### src/rtl/rf_wb_arbiter.sv
// rf_wb_arbiter
// Owns the single register-file write port and shares it between the
// pipeline W-stage writeback, which has fixed priority and zero latency, and
// the mult/div late writeback, which is queued in a small FIFO and drained
// into idle write-port cycles. It also keeps a per-register pending
// scoreboard for the hazard unit, and asks for a W-stage bubble when the
// queue head has waited too long.
//
// Ports:
//   clk, reset              rising-edge clock, asynchronous active-low reset
//   w_we/w_a3/w_wd/w_pc8    pipeline writeback request (priority requester)
//   md_valid/md_ready       mult/div writeback handshake into the FIFO
//   md_a3/md_wd/md_pc8      mult/div writeback payload
//   md_issue/md_issue_a3    mult/div issue, marks the destination busy
//   rf_we/rf_a3/rf_wd/rf_pc8  register-file write port
//   busy                    per-register outstanding mult/div write flags
//   stall_req               request to bubble the W-stage writeback
//   q_count                 FIFO occupancy
module rf_wb_arbiter #(
    parameter int DEPTH      = 4,
    parameter int STARVE_MAX = 3
) (
    input  logic                     clk,
    input  logic                     reset,
    input  logic                     w_we,
    input  logic [4:0]               w_a3,
    input  logic [31:0]              w_wd,
    input  logic [31:0]              w_pc8,
    input  logic                     md_valid,
    output logic                     md_ready,
    input  logic [4:0]               md_a3,
    input  logic [31:0]              md_wd,
    input  logic [31:0]              md_pc8,
    input  logic                     md_issue,
    input  logic [4:0]               md_issue_a3,
    output logic                     rf_we,
    output logic [4:0]               rf_a3,
    output logic [31:0]              rf_wd,
    output logic [31:0]              rf_pc8,
    output logic [31:0]              busy,
    output logic                     stall_req,
    output logic [$clog2(DEPTH):0]   q_count
);

    localparam int AW = $clog2(DEPTH);
    localparam int SW = $clog2(STARVE_MAX + 1);

    typedef struct packed {
        logic [4:0]  a3;
        logic [31:0] wd;
        logic [31:0] pc8;
    } entry_t;

    entry_t          r_mem [DEPTH];
    logic [AW-1:0]   r_wptr;
    logic [AW-1:0]   r_rptr;
    logic [AW:0]     r_count;
    logic [31:0]     r_busy;
    logic [SW-1:0]   r_starve;
    logic            r_stall;

    logic            w_pw;
    logic            w_empty;
    logic            w_pop;
    logic            w_accept;
    logic            w_push;
    entry_t          w_head;
    logic [31:0]     w_busy_nxt;
    logic [SW-1:0]   w_starve_nxt;

    // A write to r0 is architecturally a no-op, so it never claims the port.
    assign w_pw     = w_we && (w_a3 != 5'd0);
    assign w_empty  = (r_count == '0);
    assign w_head   = r_mem[r_rptr];
    assign w_pop    = !w_pw && !w_empty;

    // Readiness depends on occupancy only: a full queue refuses a push even
    // when the head drains in the same cycle.
    assign md_ready = (r_count < (AW+1)'(DEPTH));
    assign w_accept = md_valid && md_ready;
    // Results for r0 are acknowledged but never stored.
    assign w_push   = w_accept && (md_a3 != 5'd0);

    assign busy      = r_busy;
    assign stall_req = r_stall;
    assign q_count   = r_count;

    // Port mux: pipeline first, queue head second. The whole port is held
    // quiet while reset is asserted, independent of the pipeline inputs.
    always_comb begin
        rf_we  = 1'b0;
        rf_a3  = '0;
        rf_wd  = '0;
        rf_pc8 = '0;
        if (reset && w_pw) begin
            rf_we  = 1'b1;
            rf_a3  = w_a3;
            rf_wd  = w_wd;
            rf_pc8 = w_pc8;
        end else if (reset && !w_empty) begin
            rf_we  = 1'b1;
            rf_a3  = w_head.a3;
            rf_wd  = w_head.wd;
            rf_pc8 = w_head.pc8;
        end
    end

    // Scoreboard update: the clear from a drained entry is applied before
    // the set from a new issue so that a same-register collision stays busy.
    always_comb begin
        w_busy_nxt = r_busy;
        if (w_pop) begin
            w_busy_nxt[w_head.a3] = 1'b0;
        end
        if (md_issue && (md_issue_a3 != 5'd0)) begin
            w_busy_nxt[md_issue_a3] = 1'b1;
        end
        w_busy_nxt[0] = 1'b0;
    end

    // Starvation counter: counts cycles the head was blocked by the pipeline,
    // saturating so it cannot wrap back below the threshold.
    always_comb begin
        w_starve_nxt = r_starve;
        if (w_empty || w_pop) begin
            w_starve_nxt = '0;
        end else if (w_pw && (r_starve < SW'(STARVE_MAX))) begin
            w_starve_nxt = r_starve + 1'b1;
        end
    end

    // FIFO storage carries no reset; validity is tracked by the pointers.
    always_ff @(posedge clk) begin
        if (w_push) begin
            r_mem[r_wptr] <= '{a3: md_a3, wd: md_wd, pc8: md_pc8};
        end
    end

    // Pointers wrap naturally because DEPTH is a power of two.
    always_ff @(posedge clk or negedge reset) begin
        if (!reset) begin
            r_wptr   <= '0;
            r_rptr   <= '0;
            r_count  <= '0;
            r_busy   <= '0;
            r_starve <= '0;
            r_stall  <= 1'b0;
        end else begin
            if (w_push) begin
                r_wptr <= r_wptr + 1'b1;
            end
            if (w_pop) begin
                r_rptr <= r_rptr + 1'b1;
            end
            case ({w_push, w_pop})
                2'b10:   r_count <= r_count + 1'b1;
                2'b01:   r_count <= r_count - 1'b1;
                default: r_count <= r_count;
            endcase
            r_busy   <= w_busy_nxt;
            r_starve <= w_starve_nxt;
            r_stall  <= (w_starve_nxt >= SW'(STARVE_MAX));
        end
    end

endmodule

### config.mk
export PLATFORM = sky130hd
export DESIGN_NAME = rf_wb_arbiter
export DESIGN_NICKNAME = d
export VERILOG_FILES = /design/src/rtl/rf_wb_arbiter.sv
export SDC_FILE = /design/constraint.sdc
export NUM_CORES = 1
export LEC_CHECK = 0
export CORE_ASPECT_RATIO = 0.7
export CORE_MARGIN = 8
export CORE_UTILIZATION = 30
export DETAILED_ROUTE_END_ITERATION = 12
export PLACE_DENSITY = 0.55
export SLEW_MARGIN = 5
export SYNTH_ARGS = -nofsm -noshare
export SYNTH_HDL_FRONTEND = slang
export SYNTH_SLANG_ARGS = --single-unit
### constraint.sdc
create_clock -name clk -period 5 [get_ports clk]
set_input_delay 1 -clock clk [delete_from_list [all_inputs] [get_ports clk]]
set_output_delay 1 -clock clk [all_outputs]
set_load 0.02 [all_outputs]
==> reports/metrics.csv, run 1 <==
metric,value,unit
status,"finished, final reports clean",
cts_resized,0,
worst_ep_arrival_time,3490,ps
nFillCells,4003,
critPathRequiredTime,4000,ps
min_path_cells,1,
power_frac_comb,34.3,%
rsz0062_at_grt,no,
die_w,265,µm
grt_start_max_net_pins,83,
grt_pass1_vias,7873,
synth_seq_cells,317,
worstSetupStartpointType,input port,
yosys-top-cells-area,"edfxtp_1, mux4_2, dfrtp_1, a22o_1, nor2_1",
antenna_found_initial,2,
clock-sinks,317,
core-area,43200,µm²
synth_cell_types,44,
drt-initial-drc-count,608,
ys_async_sr_fraction,12.9,%
p_switching,2.92,mW
cts_max_level,2,
cts-buffers-inserted,34,
layout.nets,1134,
synth_xor_xnor_area_share,0.471,%
clkPwrFrac,26.4,%
rows,64,
p_int,6.30,mW
yosysSeqAreaShare,71.6,%
cts_tree,yes,
wire_per_inst,21.3,µm
gp_congestion,0.811,
p_leak,5.75,nW
ctsHoldBuffers,0,
multi_input_area,3410,µm²
cts.clk_slew.worst_paths,60,ps
regArea,9320,µm²
hp-class,reg -> reg,
synth_compound_area_share,6.54,%
synth_fa_ha_area_share,0.731,%
dp.cells,1504,
antennaDiodeCount,0,
grt_pass1_wl,50500,µm
placed_area,16200,µm²
synth_area,13000,µm²
worstSkewPairLatency,510,ps
die_h,190,µm
yosysTopAreaCellShare,63.7,%
grt_use_total,13.1,%
synth_most_common_cell,edfxtp_1,
drcViolationCount,0,
synth.top_cells.by_count,"edfxtp_1, mux4_2, a22o_1, nor2_1, dfrtp_1",
tns,0,ps
r2r_slack,2570,ps
vias_per_cell,4.79,
cp_max_fo,82,
layout-drive-gt1-share,16.1,%
power_frac_seq,39.3,%
synth_ff_type,edfxtp_1,
area_growth,32.5,%
stdcell_count,1565,
finalInstanceArea,17200,µm²
period_needed,4490,ps
io_buffers,253,
postSynthCellCount,718,
synth_top_area_cell,edfxtp_1,
slew_headroom,37.5,%
synth-edff-count,276,
synth_top_family_by_area,multiplexers,
die-area,50400,µm²
finalHoldViolCount,0,
fmaxAchievable,0.223,GHz
syn_area_per_cell,18.1,µm²
cts_buffer_depth,3,
routed_wirelength,33400,µm
drtAntennaViolNets,0,
switching_share,31.7,%
fin_skew,15.9,ps
syn_nets,873,
power-per-cell-area,535,nW/µm²
ioPinCount,255,
first_pass_iters,4,
worstMarginPinSlew,938,ps
synth-simple-area-share,6.15,%
start_util,30.1,%
drv_cap,0,
synth.mux.area_fraction,12.1,%
overflow,0,
peakVddDrop,0.000191,V
ys_warn_count,0,
crit_type,in -> out,
setup_viol,0,
fin_hold_ws,513,ps
end_kind,output pin,
period_share,89.9,%
place_hpwl,22000,µm
cts_setup_buffers,0,
reg2reg_depth,3,
root_buffer,clkbuf_16,
drv_slew,0,
num_vias,7491,
critical path, cell delays in order:
cell and delay (ps):
clkdlybuf4s50_1 430, or3_1 420, o311a_4 620, o21ai_0 310
clkdlybuf4s50_1 660
routing by layer:
| layer | vias to the layer above | GRT usage (%) | part of all wire, % |
|---|---|---|---|
| li1 | 3414 | - | - |
| met5 | - | 0 | 0.069 |
| met2 | 218 | 19.2 | 43 |
| met4 | 4 | 3.06 | 1.8 |
| met1 | 3801 | 18.9 | 48 |
| met3 | 54 | 3.84 | 6.3 |
power by group through the flow:
stage	clock, mW	combinational [mW]	sequential (mW)
2_1_floorplan	0	1.84	3.74
6_report	2.44	3.16	3.62
3_5_place_dp	0	3.22	3.69
4_1_cts	2.52	3.23	3.63
5_1_grt	2.63	3.41	3.68
3_3_place_gp	0	3.21	3.68
registers in the layout, summed over array words and instances (netlist names):
register   cells
stall_req      1
r_mem        276
r_starve       2
r_wptr         2
r_rptr         2
busy          31
q_count        3
path summary, 6_finish.rpt:
check / start / to
hold / removal: q_count[0]$_DFFE_PN0P_ / q_count[0]$_DFFE_PN0P_
setup reg to reg: r_rptr[1]$_DFFE_PN0N_ / busy[5]$_DFF_PN0_
hold reg to reg: q_count[0]$_DFFE_PN0P_ / q_count[0]$_DFFE_PN0P_
min in group asynchronous: reset / busy[28]$_DFF_PN0_
max in group asynchronous: reset / r_rptr[0]$_DFFE_PN0N_
setup / recovery: w_a3[2] / rf_wd[13]
logic make-up (layout without fill, tap and decap cells):
| logic type | count (synthesis) | after routing |
|---|---|---|
| DFF | 317 | 317 |
| and+or+nand+nor | 144 | 144 |
| AOI/OAI and AO/OA | 121 | 121 |
| muxes | 71 | 71 |
| buffers and inverters | 50 | 336 |
| adders and majority gates | 7 | 7 |
| xor gates and xnor gates | 7 | 7 |
| other | 1 | 1 |
cells in the final DEF, fill, tap and decap left out, types with 3 or more instances in the layout:
master / n
inv_1: 7
xnor2_1: 5
or3b_2: 3
a22o_1: 57
nor3_2: 8
nand3_1: 16
clkbuf_16: 35
nor3b_2: 7
o21ai_0: 17
nand2_1: 19
or3_1: 3
nor2_1: 57
and2_4: 4
dfrtp_1: 39
nor3b_1: 3
a21oi_1: 33
nor2b_1: 4
buf_4: 8
a31oi_1: 7
clkinv_2: 5
mux4_2: 69
clkdlybuf4s50_1: 252
ha_1: 6
nor3_1: 6
clkbuf_1: 9
buf_12: 6
clkinv_1: 4
nand3b_1: 5
edfxtp_1: 276
per-stage QoR:
stage | setup slack, ps | power (mW) | util, %
final | 507 | 9.22 | 39.9
after floorplan | 1510 | 5.58 | -
after global placement | 555 | 6.88 | 37.4
after CTS | 497 | 9.38 | 39.9
after detailed placement | 487 | 6.90 | 37.4
after global routing | 385 | 9.71 | 39.9
cell type report:
class	instances	area share, %
Inverter	8	0.174
Tap cell	561	4.07
Multi-Input combinational cell	351	19.8
Clock buffer	46	5.43
Sequential cell	317	54.1
Timing Repair Buffer	267	15.7
Clock inverter	15	0.776
Power figures use the tool's default switching activity.
==> run 2, diff against run 1 <==
--- a/config.mk
+++ b/config.mk
@@ -5,6 +5,7 @@
 export SDC_FILE = /design/constraint.sdc
 export NUM_CORES = 1
 export LEC_CHECK = 0
+export ABC_AREA = 1
 export CORE_ASPECT_RATIO = 0.7
 export CORE_MARGIN = 8
 export CORE_UTILIZATION = 30
==> constraint.sdc (replaced) <==
create_clock -name clk -period 4.25 [get_ports clk]
set_input_delay 0.85 -clock clk [delete_from_list [all_inputs] [get_ports clk]]
set_output_delay 0.85 -clock clk [all_outputs]
set_load 0.02 [all_outputs]
==> reports/metrics.csv, run 2 <==
metric,value,unit,change
start_util,30.5,%,+0.36 points
hp-class,in -> async,,
setup_viol,0,,unchanged
cts_setup_buffers,0,,unchanged
routed_wirelength,36900,µm,+10%
cts_buffer_depth,3,,unchanged
synth_most_common_cell,edfxtp_1,,
finalHoldViolCount,0,,unchanged
finalInstanceArea,17700,µm²,+2.9%
cts_tree,yes,,
rsz0062_at_grt,no,,
antenna_found_initial,3,,+1
drt-met1-wl,17600,µm,+8.8%
core-area,43800,µm²,+1.3%
synth_seq_cells,317,,unchanged
r2r-start,q_count[0]$_DFFE_PN0P_,,
drt-initial-drc-count,531,,-13%
tns,0,ps,unchanged
path_cells,clkdlybuf4s50_1 -> nor2_1 -> nand3b_1 -> nand2_2 -> nand2_4 -> inv_2 -> nand2_2 -> buf_4 -> o21ai_1 -> clkdlybuf4s50_1,,
cts-buffers-inserted,35,,+2.9%
p_switching,4.15,mW,+42%
layout-drive-gt1-share,9.01,%,-7.1 points
cts.clk_slew.worst_paths,60,ps,about the same
worst_ep_arrival_time,3130,ps,-360 ps
wl_met2,16600,µm,+15%
cts_max_level,2,,unchanged
vias_per_cell,4.58,,-4.3%
end_kind,output pin,,
synth.top_cells.by_count,"edfxtp_1, nand2_1, o21ai_0",,
slowest_stage,clkdlybuf4s50_1,,
placed_area,16600,µm²,+2.6%
period_share,93.6,%,
power,11.6,mW,+26%
crit_type,in -> out,,
grt_start_max_net_pins,141,,+70%
num_vias,9188,,+23%
synth_area,13300,µm²,+2.5%
reg2reg_depth,10,,+7
peakVddDrop,0.000438,V,+130%
gp_congestion,0.787,,-2.9%
ctsHoldBuffers,0,,unchanged
place_hpwl,23800,µm,+8.3%
worstSkewPairLatency,510,ps,about the same
ioPinCount,255,,unchanged
synth_top_area_cell,edfxtp_1,,
fmaxAchievable,0.251,GHz,
drcViolationCount,0,,unchanged
rows,64,,unchanged
top_layer_used,met5,,
layout.nets,1540,,+36%
area_growth,33.1,%,
syn_area_per_cell,11.8,µm²,-35%
yosysTopAreaCellShare,62.1,%,-1.6 points
drtAntennaViolNets,0,,unchanged
root_buffer,clkbuf_16,,
power-per-cell-area,652,nW/µm²,+22%
slew_headroom,13.0,%,-25 points
syn_nets,1284,,+47%
io_buffers,253,,unchanged
grt_pass1_vias,9327,,+18%
stdcell_count,2005,,+28%
yosysSeqAreaShare,69.8,%,-1.7 points
postSynthCellCount,1129,,+57%
grt_pass1_wl,56500,µm,+12%
final_common_cell,edfxtp_1,,
die-area,51600,µm²,+2.3%
clkPwrFrac,26.3,%,about the same
ys_warn_count,0,,unchanged
ys_async_sr_fraction,12.9,%,unchanged
met3WireLength,2110,µm,-0.52%
largest_reg_flops,276,,unchanged
synth-edff-count,276,,unchanged
overflow,0,,unchanged
first_pass_iters,5,,+1
drv_slew,0,,unchanged
grt_use_total,14.1,%,+1.0 points
power_frac_seq,35.8,%,-3.5 points
synth_ff_type,edfxtp_1,,
top_register,r_mem,,
cts_resized,0,,unchanged
rr_endpoint,q_count[2]$_DFFE_PN0P_,,
power_frac_comb,37.9,%,+3.6 points
drv_cap,0,,unchanged
worstSetupStartpointType,input port,,
yosys-top-cells-area,"edfxtp_1, dfrtp_1, nand2_1, o21ai_0, nor2_1",,
p_int,7.42,mW,+18%
layout_common_cells,"edfxtp_1, clkdlybuf4s50_1, nand2_1, o21ai_0, nor2_1",,
die_w,268,µm,+1.2%
critPathRequiredTime,3400,ps,-600 ps
nFillCells,4178,,+4.4%
synth_cell_types,29,,-34%
die_h,192,µm,+1.1%
clock-sinks,317,,unchanged
fin_skew,20.8,ps,+4.87 ps
r2r_slack,2220,ps,-350 ps
dp.cells,1942,,+29%
slowest_delay,630,ps,-30 ps
p_leak,6.29,nW,+9.4%
period_needed,3980,ps,
switching_share,35.9,%,+4.2 points
wire_per_inst,18.4,µm,-14%
status,"finished, final reports clean",,
cp_max_fo,37,,-55%
worstMarginPinSlew,1300,ps,+358 ps
==> run 2: cell count changes in the layout (fill, tap and decap cells not counted), sizes merged, moves of 10 or more <==
cell,change
a21oi,-30
a22o,-57
buf,+11
inv,+18
mux4,-69
nand2,+247
nor2,+95
nor3b,-10
o21ai,+176
o22a,+58
==> run 2: logic make-up after synthesis <==
logic type	share of synthesized area [%]
simple gates	14.4
fa+ha+maj	0.713
buf+inv	3.19
other cells	0.0281
compound gates	11.5
flops	69.8
xor+xnor	0.328
==> run 2: worst max path at each step <==
stage	from	endpoint	cells past startpoint
finish	w_a3[0]	rf_wd[11]	10
detailed placement	w_a3[0]	rf_pc8[12]	10
global placement	w_a3[0]	rf_pc8[12]	10
floorplan	md_a3[3]	r_mem[0][0]$_DFFE_PP_	4
CTS	w_a3[0]	rf_pc8[12]	10
global route	w_a3[1]	rf_wd[18]	10
==> run 2: layout make-up <==
class | instances | area [µm²] | share of cell area, %
diodes | 1 | 2.50 | 0.0141
clock buffers | 42 | 945 | 5.32
clock inverters | 20 | 206 | 1.16
inverters | 28 | 110 | 0.620
multi-input cells | 725 | 3630 | 20.5
flip-flops and latches | 317 | 9320 | 52.5
well taps | 594 | 743 | 4.19
repair buffers | 278 | 2790 | 15.7
==> run 2: stage by stage <==
step / util (%) / hold WS [ps] / worst slack [ps]
after floorplan: - / 542 / -322
after global placement: 37.9 / 453 / 205
after detailed placement: 37.9 / 457 / 135
after CTS: 40.5 / 154 / 132
after global routing: 40.5 / 156 / 85.5
final: 40.5 / 184 / 273
==> run 2: critical path, delay by kind of cell <==
family | cells | cell delay [ps]
buffers and inverters | 4 | 1440
and+or+nand+nor | 5 | 600
AOI/OAI and AO/OA | 1 | 200
==> run 2: per-layer routing <==
metal,global-route usage [%],vias up
li1,-,4499
met1,19.9,4417
met2,21.8,219
met3,3.23,49
met4,3.03,4
met5,0,-
==> run 2: power groups by stage <==
stage	Combinational, mW	Sequential, mW	Clock (mW)
floorplan	2.47	4.41	0
global placement	4.43	4.19	0
detailed placement	4.47	4.20	0
CTS	4.48	4.15	3.13
global route	4.84	4.19	3.26
finish	4.39	4.15	3.04
==> run 3, diff against run 2 <==
--- a/config.mk
+++ b/config.mk
@@ -6,11 +6,14 @@
 export NUM_CORES = 1
 export LEC_CHECK = 0
 export ABC_AREA = 1
+export CELL_PAD_IN_SITES_DETAIL_PLACEMENT = 1
+export CELL_PAD_IN_SITES_GLOBAL_PLACEMENT = 2
 export CORE_ASPECT_RATIO = 0.7
 export CORE_MARGIN = 8
 export CORE_UTILIZATION = 30
 export DETAILED_ROUTE_END_ITERATION = 12
-export PLACE_DENSITY = 0.55
+export GPL_TIMING_DRIVEN = 0
+export PLACE_DENSITY = 0.75
 export SLEW_MARGIN = 5
 export SYNTH_ARGS = -nofsm -noshare
 export SYNTH_HDL_FRONTEND = slang
==> reports/metrics.csv, run 3 (synthesis results as in run 2) <==
metric,value,unit,change
cts_max_level,2,,unchanged
worst_ep_arrival_time,3310,ps,+180 ps
critical_path_buf_inv_count,5,,+1
clkPwrFrac,24.6,%,-1.7 points
slew_headroom,12.4,%,-0.55 points
ctsHoldBuffers,0,,unchanged
p_switching,4.38,mW,+5.5%
start_util,30.5,%,unchanged
grt_most_used_layer,met2,,
core-area,43800,µm²,unchanged
met2_usage,26.5,%,+4.6 points
critPathRequiredTime,3400,ps,about the same
area_growth,35.0,%,
crit_type,in -> out,,
rows,64,,unchanged
drcViolationCount,0,,unchanged
worstSetupStartpointType,input port,,
grt_pass1_wl,63300,µm,+12%
root_buffer,clkbuf_16,,
power_frac_seq,35.2,%,-0.6 points
critPathLaunch,w_a3[4],,
drv_slew,0,,unchanged
period_share,97.9,%,+4.3 points
period_needed,4160,ps,+183 ps
fin_hold_ws,272,ps,+87.4 ps
die_h,192,µm,unchanged
slowest_stage,clkdlybuf4s50_1,,
grt_use_total,16.1,%,+2.1 points
clock-sinks,317,,unchanged
vias_per_cell,4.73,,+3.3%
top_register,r_mem,,
power_frac_comb,40.2,%,+2.3 points
path_cells,clkdlybuf4s50_1 -> nand3b_1 -> nand2_2 -> inv_1 -> nand2_2 -> inv_6 -> buf_4 -> nand2_1 -> o21ai_1 -> clkdlybuf4s50_1,,
io_buffers,253,,unchanged
cts-buffers-inserted,34,,-2.9%
grt_pass1_vias,10300,,+11%
hp-class,in -> async,,
ioPinCount,255,,unchanged
die_w,268,µm,unchanged
layout_common_cells,"edfxtp_1, clkdlybuf4s50_1, nand2_1, o21ai_0, nor2_1",,
layout-drive-gt1-share,9.49,%,+0.48 points
cts_buffer_depth,3,,unchanged
wire_per_inst,20.9,µm,+14%
final_common_cell,edfxtp_1,,
crit_family,buffers and inverters,,
cts.clk_slew.worst_paths,60,ps,about the same
switching_share,37.1,%,+1.3 points
met1_usage,21.5,%,+1.6 points
power-per-cell-area,655,nW/µm²,+0.40%
worstSkewPairLatency,510,ps,about the same
layout.nets,1585,,+2.9%
p_int,7.41,mW,-0.14%
antennaDiodeCount,0,,-1
r2r-start,q_count[2]$_DFFE_PN0P_,,
setup_viol,0,,unchanged
met3_usage,4.14,%,+0.90 points
num_vias,9697,,+5.5%
drt-initial-drc-count,500,,-5.8%
first_pass_iters,5,,unchanged
largest_reg_flops,276,,unchanged
p_leak,6.48,nW,+3.1%
gp_congestion,0.735,,-6.6%
overflow,0,,unchanged
slowest_delay,680,ps,+50 ps
finalHoldViolCount,0,,unchanged
status,"finished, final reports clean",,
cts_tree,yes,,
end_kind,output pin,,
grt_start_max_net_pins,29,,-79%
drtAntennaViolNets,0,,unchanged
place_hpwl,30600,µm,+28%
cp_max_fo,10,,-73%
routed_wirelength,42900,µm,+16%
worstMarginPinSlew,1300,ps,+8.25 ps
drv_cap,0,,unchanged
die-area,51600,µm²,unchanged
antenna_found_initial,7,,+4
peakVddDrop,0.000264,V,-40%
dp.cells,1988,,+2.4%
fin_skew,12.3,ps,-8.46 ps
rsz0062_at_grt,no,,
stdcell_count,2048,,+2.1%
fmaxAchievable,0.240,GHz,-4.4%
nFillCells,4708,,+13%
## run 3: layout make-up
cell class / count / area [µm²] / area share [%]
plain buffers: 59 / 327 / 1.81
clock buffers: 43 / 958 / 5.32
clock inverters: 17 / 126 / 0.702
inverters: 28 / 113 / 0.625
multi-input cells: 725 / 3630 / 20.2
flip-flops and latches: 317 / 9310 / 51.7
well taps: 594 / 743 / 4.13
repair buffers: 265 / 2800 / 15.5
## run 3: routing by layer
| metal | vias to the layer above | wire (µm) |
|---|---|---|
| met5 | - | 70 |
| met4 | 12 | 647 |
| met3 | 59 | 2490 |
| met2 | 218 | 20100 |
| met1 | 4816 | 19600 |
| li1 | 4592 | - |
## run 3: worst reg2reg max path: stages (launching register included)
cell     delay, ps
dfrtp_1        380
inv_1          130
nand3_1        450
nor2_4         800
buf_12         300
## run 3: what timing repair did
action,CTS,global route
resized for setup,7,14
setup endpoints to repair,56,46
setup buffers,0,0
## run 3: through the flow
step           power, mW  setup TNS [ps]  area [µm²]  worst slack, ps  utilization (%)
3_3_place_gp        8.91        -1197680       16600            -4000             37.9
6_report            11.8               0       18000             89.9             41.1
5_1_grt             12.4               0       18000             8.12             41.1
2_1_floorplan       6.88          -88820       13300             -322                -
3_5_place_dp        9.04           -7110       16900             -448             38.6
4_1_cts             12.0               0       18000             23.1             41.1
## run 3: power by group through the flow
stage / sequential, mW / clock, mW / combinational, mW
after detailed placement: 4.22 / 0 / 4.82
after global routing: 4.20 / 3.08 / 5.16
after floorplan: 4.41 / 0 / 2.47
after CTS: 4.16 / 2.97 / 4.85
after global placement: 4.29 / 0 / 4.62
final: 4.15 / 2.90 / 4.74
## run 3: worst paths after layout
path                       slack, ps  cells after the start                endpoint
setup / recovery                  90                     10               rf_wd[31]
hold / removal                   270                      1      busy[29]$_DFF_PN0_
setup reg to reg                1860                      4  r_mem[1][33]$_DFFE_PP_
hold reg to reg                  470                      2      busy[12]$_DFF_PN0_
max in group asynchronous       3450                      2      busy[17]$_DFF_PN0_
min in group clk                 470                      2      busy[12]$_DFF_PN0_
